===== src/rtl/pipeline_ctrl.sv =====
// rtl/pipeline_ctrl.sv - stall/flush sequencer for the 5-stage pipeline
//
// Purpose: detects load-use hazards, sequences multi-cycle EX ops and applies
// flush requests. It drives per-register hold (stall) and NOP-insert (bubble)
// controls and keeps a saturating count of PC-stall cycles.
//
// Ports:
//   clk, rst                 clock, asynchronous active-high reset
//   flush_req                flush request from MEM-stage exception logic
//   ex_multi_start/len       multi-cycle op starting in EX and its total length
//   ex_is_load, ex_write_or_not, ex_dest_addr   EX instruction info for hazard
//   id_rs, id_rt, id_rs_read, id_rt_read        ID source operands
//   stall[4:0]               hold: PC, IF/ID, ID/EX, EX/MEM, MEM/WB
//   bubble[4:0]              register loads a NOP this cycle
//   flush                    clear IF/ID, ID/EX, EX/MEM at next edge
//   ex_busy, ex_done         multi-cycle op in progress / final cycle
//   stall_cycles             saturating count of cycles with stall[0]=1
module pipeline_ctrl #(
  parameter int LEN_W = 4
) (
  input  logic             clk,
  input  logic             rst,
  input  logic             flush_req,
  input  logic             ex_multi_start,
  input  logic [LEN_W-1:0] ex_multi_len,
  input  logic             ex_is_load,
  input  logic             ex_write_or_not,
  input  logic [4:0]       ex_dest_addr,
  input  logic [4:0]       id_rs,
  input  logic [4:0]       id_rt,
  input  logic             id_rs_read,
  input  logic             id_rt_read,
  output logic [4:0]       stall,
  output logic [4:0]       bubble,
  output logic             flush,
  output logic             ex_busy,
  output logic             ex_done,
  output logic [31:0]      stall_cycles
);

  localparam logic [0:0] IDLE   = 1'b0;
  localparam logic [0:0] EXBUSY = 1'b1;

  localparam logic [LEN_W-1:0] ONE = LEN_W'(1);

  logic [0:0]       state, state_n;
  logic [LEN_W-1:0] cnt, cnt_n;
  logic             busy_q;
  logic [31:0]      stall_cnt;

  logic       hazard;
  logic [4:0] stall_c;
  logic       flush_c;
  logic       done_c;

  assign hazard = ex_is_load & ex_write_or_not & (ex_dest_addr != 5'd0) &
                  ((id_rs_read & (id_rs == ex_dest_addr)) |
                   (id_rt_read & (id_rt == ex_dest_addr)));

  always_comb begin
    stall_c = 5'b00000;
    flush_c = 1'b0;
    done_c  = 1'b0;
    state_n = state;
    cnt_n   = cnt;
    if (flush_req) begin
      flush_c = 1'b1;
      state_n = IDLE;
      cnt_n   = '0;
    end else if (state == EXBUSY) begin
      // Start requests and hazards are ignored while busy: the multi-cycle
      // stall already holds the ID instruction in place.
      if (cnt > ONE) begin
        stall_c = 5'b00111;
        cnt_n   = cnt - ONE;
      end else begin
        done_c  = 1'b1;
        state_n = IDLE;
        cnt_n   = '0;
      end
    end else if (ex_multi_start) begin
      if (ex_multi_len > ONE) begin
        stall_c = 5'b00111;
        cnt_n   = ex_multi_len - ONE;
        state_n = EXBUSY;
      end else begin
        done_c = 1'b1;
      end
    end else if (hazard) begin
      stall_c = 5'b00011;
    end
  end

  // Outputs are forced low for as long as reset is held, not just at edges.
  assign stall        = rst ? 5'b00000 : stall_c;
  assign bubble       = {stall[3:0] & ~stall[4:1], 1'b0};
  assign flush        = ~rst & flush_c;
  assign ex_done      = ~rst & done_c;
  assign ex_busy      = busy_q;
  assign stall_cycles = stall_cnt;

  always_ff @(posedge clk or posedge rst) begin
    if (rst) begin
      state     <= IDLE;
      cnt       <= '0;
      busy_q    <= 1'b0;
      stall_cnt <= 32'd0;
    end else begin
      state  <= state_n;
      cnt    <= cnt_n;
      busy_q <= (state_n == EXBUSY);
      if (stall_c[0] && (stall_cnt != 32'hFFFF_FFFF)) begin
        stall_cnt <= stall_cnt + 32'd1;
      end
    end
  end

endmodule


===== config.mk =====
export PLATFORM = sky130hd
export DESIGN_NAME = pipeline_ctrl
export DESIGN_NICKNAME = d
export VERILOG_FILES = /design/src/rtl/pipeline_ctrl.sv
export SDC_FILE = /design/constraint.sdc
export NUM_CORES = 1
export LEC_CHECK = 0
export CAP_MARGIN = 20
export CORE_ASPECT_RATIO = 1.5
export CORE_MARGIN = 1.5
export CORE_UTILIZATION = 46
export DETAILED_ROUTE_END_ITERATION = 16
export GPL_ROUTABILITY_DRIVEN = 1
export PLACE_DENSITY = 0.8
export SLEW_MARGIN = 25
export SYNTH_ARGS = -nofsm -noshare
export SYNTH_HDL_FRONTEND = slang
export SYNTH_SLANG_ARGS = --single-unit

===== constraint.sdc =====
create_clock -name clk -period 3 [get_ports clk]
set_input_delay 0.6 -clock clk [delete_from_list [all_inputs] [get_ports clk]]
set_output_delay 0.6 -clock clk [all_outputs]
set_load 0.01 [all_outputs]

# Word-level counts from Yosys, hierarchy flattened
# Cells that the tools add are included.
# Widths: inputs -> output; s select.
# word_totals
output_inout_bits	45
input_bits	27
word_cells	50
reg_bits	37
# classes
n_mux	23
eq_ne	3
add_sub_neg	3
bitwise	11
n_lt_le_gt_ge	2
reduce_logical	5
# ops
operator	n
$add 32x1->32 const B	1
$ne 32x32->1 const B	1
$mux 4	5
$mux 5	4
$mux 1	11
$eq 5x5->1	2
$gt 4x1->1 const B	2
$sub 4x1->4 const B	2
$and 1x1->1	7
$mux 3	2
$reduce_bool 3->1	2
$reduce_bool 5->1	1
$and 4x4->4	1
$not 4->4	1
$mux 2	1
$reduce_and 2->1	1
$logic_and 1x1->1	1
$not 1->1	1
$or 1x1->1	1

# Logic depth before layout (Yosys ltp)
# Gate-level depths: netlist of the first run.
# logic_depth
word_depth	11
depth_mapped	10
mapped_depth_nobuf	9

# Least setup slack after synthesis of the first run
# Ideal clock, no wire load.
# synth_path
kind	input to output
startpoint	in ex_multi_len[0]
endpoint	out stall[1]
n_path_buf	1
required_ns	2.400
setup_slack_ns	0.499
arrival_time_ns	1.901
cell_stages	8
cell_sequence	inv_1 -> ha_1 -> nor2_2 -> o31ai_2 -> a211oi_4 -> a31oi_2 -> nor2_1 -> buf_4
# synth_between
elab_chain_len	6
# synth_rtl
element	line_no	rtl
start: declaration	25	input logic [LEN_W-1:0] ex_multi_len,
$gt 4x1->1	82	if (ex_multi_len > ONE) begin
$mux 3	82	
$mux 5	81	end else if (ex_multi_start) begin
$mux 5	70	end else if (state == EXBUSY) begin
$mux 5	66	if (flush_req) begin
$mux 5	95	assign stall = rst ? 5'b00000 : stall_c;
end: declaration	33	output logic [4:0] stall,
# Every way passes these cells.

# Final worst setup path of the first run
# layout_path
startpoint	in ex_multi_len[1]
endpoint	out bubble[2]
# layout_between
elab_chain_len	8
# layout_rtl
element	line_no	rtl
$gt 4x1->1 (*)	82	
$mux 3 (*)	82	
$mux 5 (*)	81	
$mux 5 (*)	70	
$mux 5 (*)	66	
$mux 5 (*)	95	
$not 4->4	96	assign bubble = {stall[3:0] & ~stall[4:1], 1'b0};
$and 4x4->4 (*)	96	
end: declaration	34	output logic [4:0] bubble,
# Every way passes the cells marked *; elsewhere a longest branch is shown, timed or not.

==> results.md, run 1 <==
* Int Pwr at 0.913 mW
* Place WS at -0.386 ns
* Crit-path cells: clkdlybuf4s50_1, inv_2, ha_4, nor2_4, o31ai_4, a211oi_4, buf_6, a31oi_2, nor3_2, clkdlybuf4s15_2
* Synth top area cells: dfrtp_1, xnor2_1, nand4_1, nand2_1, nor2_1
* Endpoints failing setup at 0
* Class of the most critical hold timing path: flip-flop to flip-flop
* Tot Pwr at ~1.3 mW
* YS warnings at 0
* Total gr overflow at 0
* Share of layout cells above drive strength 1 at between 10% and 20%
* Max FO, Critical Path at 3
* Top cells by count, synth: dfrtp_1, xnor2_1, nand2_1
* Hold_buf cts at 0
* Post-synth EDFFs at 0
* Gpl congestion at 0.805
* Die X at 58.8 um
* Final Max Tran Viols at 0
* RSZ-0062 raised after global routing: yes
* VDD IR max at 0.285 mV
* Post-synth cell types at 37
* Final antenna-violating net count at 0
* Hold Path Cell Cnt at 1
* Fmax at 0.334 GHz
* Register bit total from synthesis at 37
* Post-synthesis sequential area ratio at 43.1%
* CTS tree: yes
* Setup ws final at 0.00540 ns
* Clk root buf: clkbuf_8
* Setup CP Type: input port to output port
* Top-area cell type share of the netlist area at 43.1%
* Vias/cell at 5.37
* Post-Syn Instances at 217
* Crit start category: input port
* Clock Power Share at around a quarter
* Cell taking the most area after synthesis: dfrtp_1
* Worst Path Arrival at 2.39 ns
* Core Rows at 30
* Slowest stage delay, CP at 0.49 ns
* Buf/Inv on CP at 4
* WP depth at 10
* Initial antenna violation count at 0
* Synth Flop Type: dfrtp_1
* Largest delay share family, worst path: buffers and inverters
* Syn avg cell area at just under 10 um2
* CTS buffer count at 5
* WL final at 4790 um
* Post-Syn Area at 2150 um2
* Total Routing Usage GR at about a fifth
* Drt drc at 0
* Fin crit period at 2.99 ns
* R2R depth at 11
* Core region area at 4500 um2
* Status: completed
* Clk sinks at 37
* WL/cell at 14.0 um
* Sequential Power Share at 46.2%
* Port bufs at 66
* P_sw at 0.400 mW
* Initial core utilization at 47.7%
* Largest net degree at the start of global routing at 38
* First-pass detailed-route iteration total at 6
* Fillers at 364
* Top-count cell post-synth: dfrtp_1
* Clock transition at path regs at 0.07 ns
* Power Density at 437 nW/um2
* Dpl hpwl at 3620 um
* Maximum clock path buffer count at 2
* Clk_lat worst skew at 0.30 ns
* Die ar. at 5100 um2
* Async S/R FF share, synth at between 90% and 100%
* Clock skew at 0.0127 ns
* Die Height at slightly below 90 um
* Period Utilization, post-route at 99.8%
* Number of global-route vias before repair at 1698
* Layout Utilization at 66.7%
* First-pass GRT wire length at between 7000 and 8000 um
* Leak at 1.30 nW
* Antenna cell count at 0
* Layout area overhead at 39.8%
* Starting DRT DRC Count at 51
* Layout Nets at approximately 330
* Boundary Pins at 72
* Critical Path End Type: output port
* CP max stage cell: clkdlybuf4s50_1
* Vias at ~1800
* Worst Path Required at 2.40 ns
* Max H-tree Level at 2
* Combinational share of power at between 20 and 30%
* MaxCap Viol Count at 0
* Final hold vios at 0
* Switching share of power at 30.4%
[power by group through the flow]
stage / sequential (mW) / clock, mW / combinational, mW
finish: 0.607 / 0.349 / 0.356
global route: 0.614 / 0.380 / 0.388
CTS: 0.607 / 0.355 / 0.354
detailed placement: 0.616 / 0 / 0.346
global placement: 0.614 / 0 / 0.339
floorplan: 0.619 / 0 / 0.172
[metal layers]
layer	up-vias	wire length [um]	GRT usage, %
met4	0	118	9.30
met5	-	0	0
met2	54	2690	34.8
met1	886	1800	22.0
li1	888	-	-
met3	9	177	2.99
[through the flow]
step / setup TNS (ns) / instances / area, um2 / hold slack (ns)
after detailed placement: -2.21 / 330 / 2870 / 0.478
after floorplan: 0 / 221 / 2160 / 0.487
after global routing: -0.105 / 342 / 3010 / 0.503
final: 0 / 342 / 3010 / 0.488
after CTS: -0.00601 / 341 / 2990 / 0.489
after global placement: -1.49 / 330 / 2870 / 0.479
[logic make-up after synthesis]
group	Yosys count	share of synthesized area, %
other	1	0.174
adder cells (fa/ha/maj)	5	2.91
buffers and inverters	21	5.70
AND/OR/NAND/NOR	95	24.0
flip-flops	37	43.1
multiplexers	3	1.40
XOR/XNOR	43	17.5
AO/OA/AOI/OAI	12	5.24
[what timing repair did]
action,4_1_cts,5_1_grt
setup endpoints to repair,5,4
pin swaps,3,3
hold endpoints to repair,0,0
gates cloned,0,0
gates resized for setup,15,12
buffers inserted,3,1
[layout by cell type (no fill, tap or decap), drive strengths merged]
cell / Yosys / routed
ha: 5 / 5
xnor2: 36 / 36
or2: 1 / 1
nand3b: 1 / 1
xor2: 7 / 7
o31ai: 1 / 1
clkbuf: 2 / 7
clkdlybuf4s50: 0 / 59
inv: 8 / 9
nand2b: 2 / 2
dlymetal6s2s: 0 / 1
clkinv: 0 / 1
a31o: 1 / 1
nor4: 1 / 1
and2: 2 / 2
or3b: 1 / 1
buf: 11 / 14
nor2b: 1 / 1
nand4: 17 / 17
o22ai: 2 / 2
clkdlybuf4s15: 0 / 1
dfrtp: 37 / 37
conb: 1 / 5
clkinvlp: 0 / 1
nor3: 8 / 8
nor2: 19 / 19
and3: 9 / 9
a22o: 3 / 3
or3: 1 / 1
nand2: 19 / 19
a211oi: 2 / 2
nand3: 10 / 10
a31oi: 3 / 3
and4: 3 / 3
mux2i: 3 / 3
dlygate4sd2: 0 / 1
[final timing paths]
path                                 startpoint                to  slack [ns]
worst max register to register           cnt[0]  stall_cycles[26]        0.57
worst min-delay path            stall_cycles[9]   stall_cycles[9]        0.49
worst max-delay path            ex_multi_len[1]         bubble[2]       0.005
worst min register to register  stall_cycles[9]   stall_cycles[9]        0.49
min in group asynchronous                   rst            cnt[3]        0.87
max in group asynchronous                   rst  stall_cycles[24]        1.80
[sequential cells by signal, summed over array words and instances, names as in the netlist]
name	cells
stall_cycles	32
cnt	4
ex_busy	1
[layout make-up]
| cell class | instances | area [um2] | area share [%] |
|---|---|---|---|
| Clock inverter | 3 | 21.3 | 0.708 |
| Multi-Input combinational cell | 163 | 1150 | 38.3 |
| Sequential cell | 37 | 926 | 30.8 |
| Clock buffer | 5 | 68.8 | 2.29 |
| Timing Repair Buffer | 78 | 749 | 24.9 |
| Tap cell | 48 | 60.1 | 2.00 |
| Inverter | 8 | 30.0 | 0.999 |
(Power assumes the default switching activity.)
==> run 2: changes to the inputs <==
--- a/constraint.sdc
+++ b/constraint.sdc
@@ -3,2 +3,2 @@
 set_output_delay 0.6 -clock clk [all_outputs]
-set_load 0.01 [all_outputs]
+set_load 0.005 [all_outputs]
==> results.md, run 2 (synthesized netlist as in run 1, its figures left out) <==
* Status: completed
* CTS tree: yes
* Maximum clock path buffer count at 2 (unchanged)
* Clock transition at path regs at 0.07 ns (about the same)
* WP depth at 9 (-1)
* Clock skew at 0.0156 ns (+0.00287 ns)
* Clk root buf: clkbuf_8
* Core region area at 4500 um2 (unchanged)
* Fin crit period at 2.95 ns (-0.0493 ns)
* Port bufs at 66 (unchanged)
* Worst Path Arrival at 2.35 ns (-0.04 ns)
* Most frequent cells in the layout: clkdlybuf4s50_1, dfrtp_1, xnor2_1, nand2_1
* Vias at 1820 (-0.93%)
* Final hold vios at 0 (unchanged)
* Total Routing Usage GR at 19.1% (-0.42 points)
* Starting DRT DRC Count at 27 (-47%)
* Final Max Tran Viols at 0 (unchanged)
* Hold_buf cts at 0 (unchanged)
* R2r setup slk at 0.65 ns (+0.08 ns)
* Core Rows at 30 (unchanged)
* Setup ws final at 0.0547 ns (+0.0493 ns)
* Tot Pwr at 1.28 mW (-2.2%)
* Finished Cell Area at 3010 um2 (unchanged)
* CP endpoint: stall[2]
* TNS Setup at 0 ns (unchanged)
* Period Utilization, post-route at 98.2% (-1.6 points)
* Critical Path End Type: output port
* CTS buffer count at 5 (unchanged)
* MaxCap Viol Count at 0 (unchanged)
* Max FO, Critical Path at 2 (-1)
* Setup CP Type: input port to output port
* Gpl congestion at 0.807 (+0.17%)
* Class of the most critical hold timing path: flip-flop to flip-flop
* Crit-path cells: clkdlybuf4s50_1, inv_2, ha_4, nor2_4, o31ai_4, a211oi_4, buf_4, and2_4, dlygate4sd2_1
* Crit start category: input port
* First-pass detailed-route iteration total at 4 (-2)
* Final antenna-violating net count at 0 (unchanged)
* Number of global-route vias before repair at 1790 (+5.4%)
* Drt drc at 0 (unchanged)
* Largest register FFs at 32 (unchanged)
* Dpl hpwl at 3570 um (-1.2%)
* Commonest non-fill, non-tap cell in the layout: clkdlybuf4s50_1
* VDD IR max at 0.305 mV (+7.0%)
* Largest net degree at the start of global routing at 38 (unchanged)
* FF-to-FF Start: cnt[0]
* Terminus of the critical flop-to-flop path: stall_cycles[15]
* Antenna cell count at 0 (unchanged)
* Placement Cell Area at 2860 um2 (-0.26%)
* Clk sinks at 37 (unchanged)
* Place WS at -0.356 ns (+0.0299 ns)
* Total gr overflow at 0 (unchanged)
* Slowest stage delay, CP at 0.49 ns (about the same)
* Buf/Inv on CP at 4 (unchanged)
* Share of layout cells above drive strength 1 at 12.3% (-0.60 points)
* Fillers at 373 (+2.5%)
* CP max stage cell: clkdlybuf4s50_1
* Layout area overhead at 39.8% (unchanged)
* Max H-tree Level at 2 (unchanged)
* Layout Nets at 323 (-0.62%)
* First-pass GRT wire length at 7630 um (-0.27%)
* Largest delay share family, worst path: buffers and inverters
* Fmax at 0.340 GHz (+1.7%)
* Clk_lat worst skew at 0.29 ns (about the same)
* Worst Path Required at 2.40 ns (about the same)
* Boundary Pins at 72 (unchanged)
* Initial antenna violation count at 0 (unchanged)
* Timing startpoint of the critical path: ex_multi_len[1]
* Die ar. at 5100 um2 (unchanged)
* WL final at 4610 um (-3.7%)
* Initial core utilization at 47.7% (unchanged)
* Vias/cell at 5.35 (-0.34%)
* R2R depth at 11 (unchanged)
* Power Density at 427 nW/um2 (-2.2%)
* Endpoints failing setup at 0 (unchanged)
* WL/cell at 13.6 um (-3.1%)
* Leak at 1.30 nW (-0.27%)
* Die Height at 86.7 um (unchanged)
* Die X at 58.8 um (unchanged)
-- run 2: metal layers --
| metal | wire, um | share of wire (%) | vias to the layer above | global-route usage, % |
|---|---|---|---|---|
| li1 | - | - | 879 | - |
| met1 | 1810 | 39 | 873 | 21.0 |
| met2 | 2530 | 55 | 55 | 34.9 |
| met4 | 110 | 2.4 | 0 | 7.64 |
| met5 | 0 | 0 | - | 0 |
| met3 | 170 | 3.7 | 13 | 3.43 |
-- run 2: worst min-delay path by stage --
stage | from | endpoint | slack (ns) | depth (start not counted)
floorplan | stall_cycles[9] | stall_cycles[9] | 0.48 | 1
global placement | stall_cycles[9] | stall_cycles[9] | 0.48 | 1
detailed placement | stall_cycles[30] | stall_cycles[30] | 0.48 | 1
CTS | stall_cycles[9] | stall_cycles[9] | 0.50 | 1
global route | stall_cycles[9] | stall_cycles[9] | 0.52 | 1
finish | stall_cycles[9] | stall_cycles[9] | 0.50 | 1
-- run 2: metrics by stage --
stage | cells | hold slack, ns | utilization [%]
floorplan | 221 | 0.477 | -
global placement | 329 | 0.480 | 63.4
detailed placement | 329 | 0.484 | 63.4
CTS | 338 | 0.495 | 65.4
global route | 340 | 0.517 | 66.7
finish | 340 | 0.497 | 66.7
-- run 2: power by group --
group	leakage (nW)	switching (mW)	internal [mW]
Combinational	0.759	0.137	0.202
Clock	0.0439	0.177	0.160
Sequential	0.492	0.0626	0.545
Total	1.30	0.377	0.907
-- run 2: final cells by class --
class	count	area, um2	share of cell area (%)
Tap cell	48	60.1	2.00
Multi-Input combinational cell	163	1170	38.8
Sequential cell	37	926	30.8
Clock inverter	3	17.5	0.583
Clock buffer	5	68.8	2.29
Timing Repair Buffer	76	737	24.5
Inverter	8	30.0	0.999
-- run 2: what timing repair did --
| action | CTS | global route |
|---|---|---|
| gates resized for setup | 14 | 13 |
| buffers inserted | 1 | 2 |
| cloned | 0 | 0 |
| setup endpoints to repair | 5 | 4 |
| pin swaps | 4 | 2 |
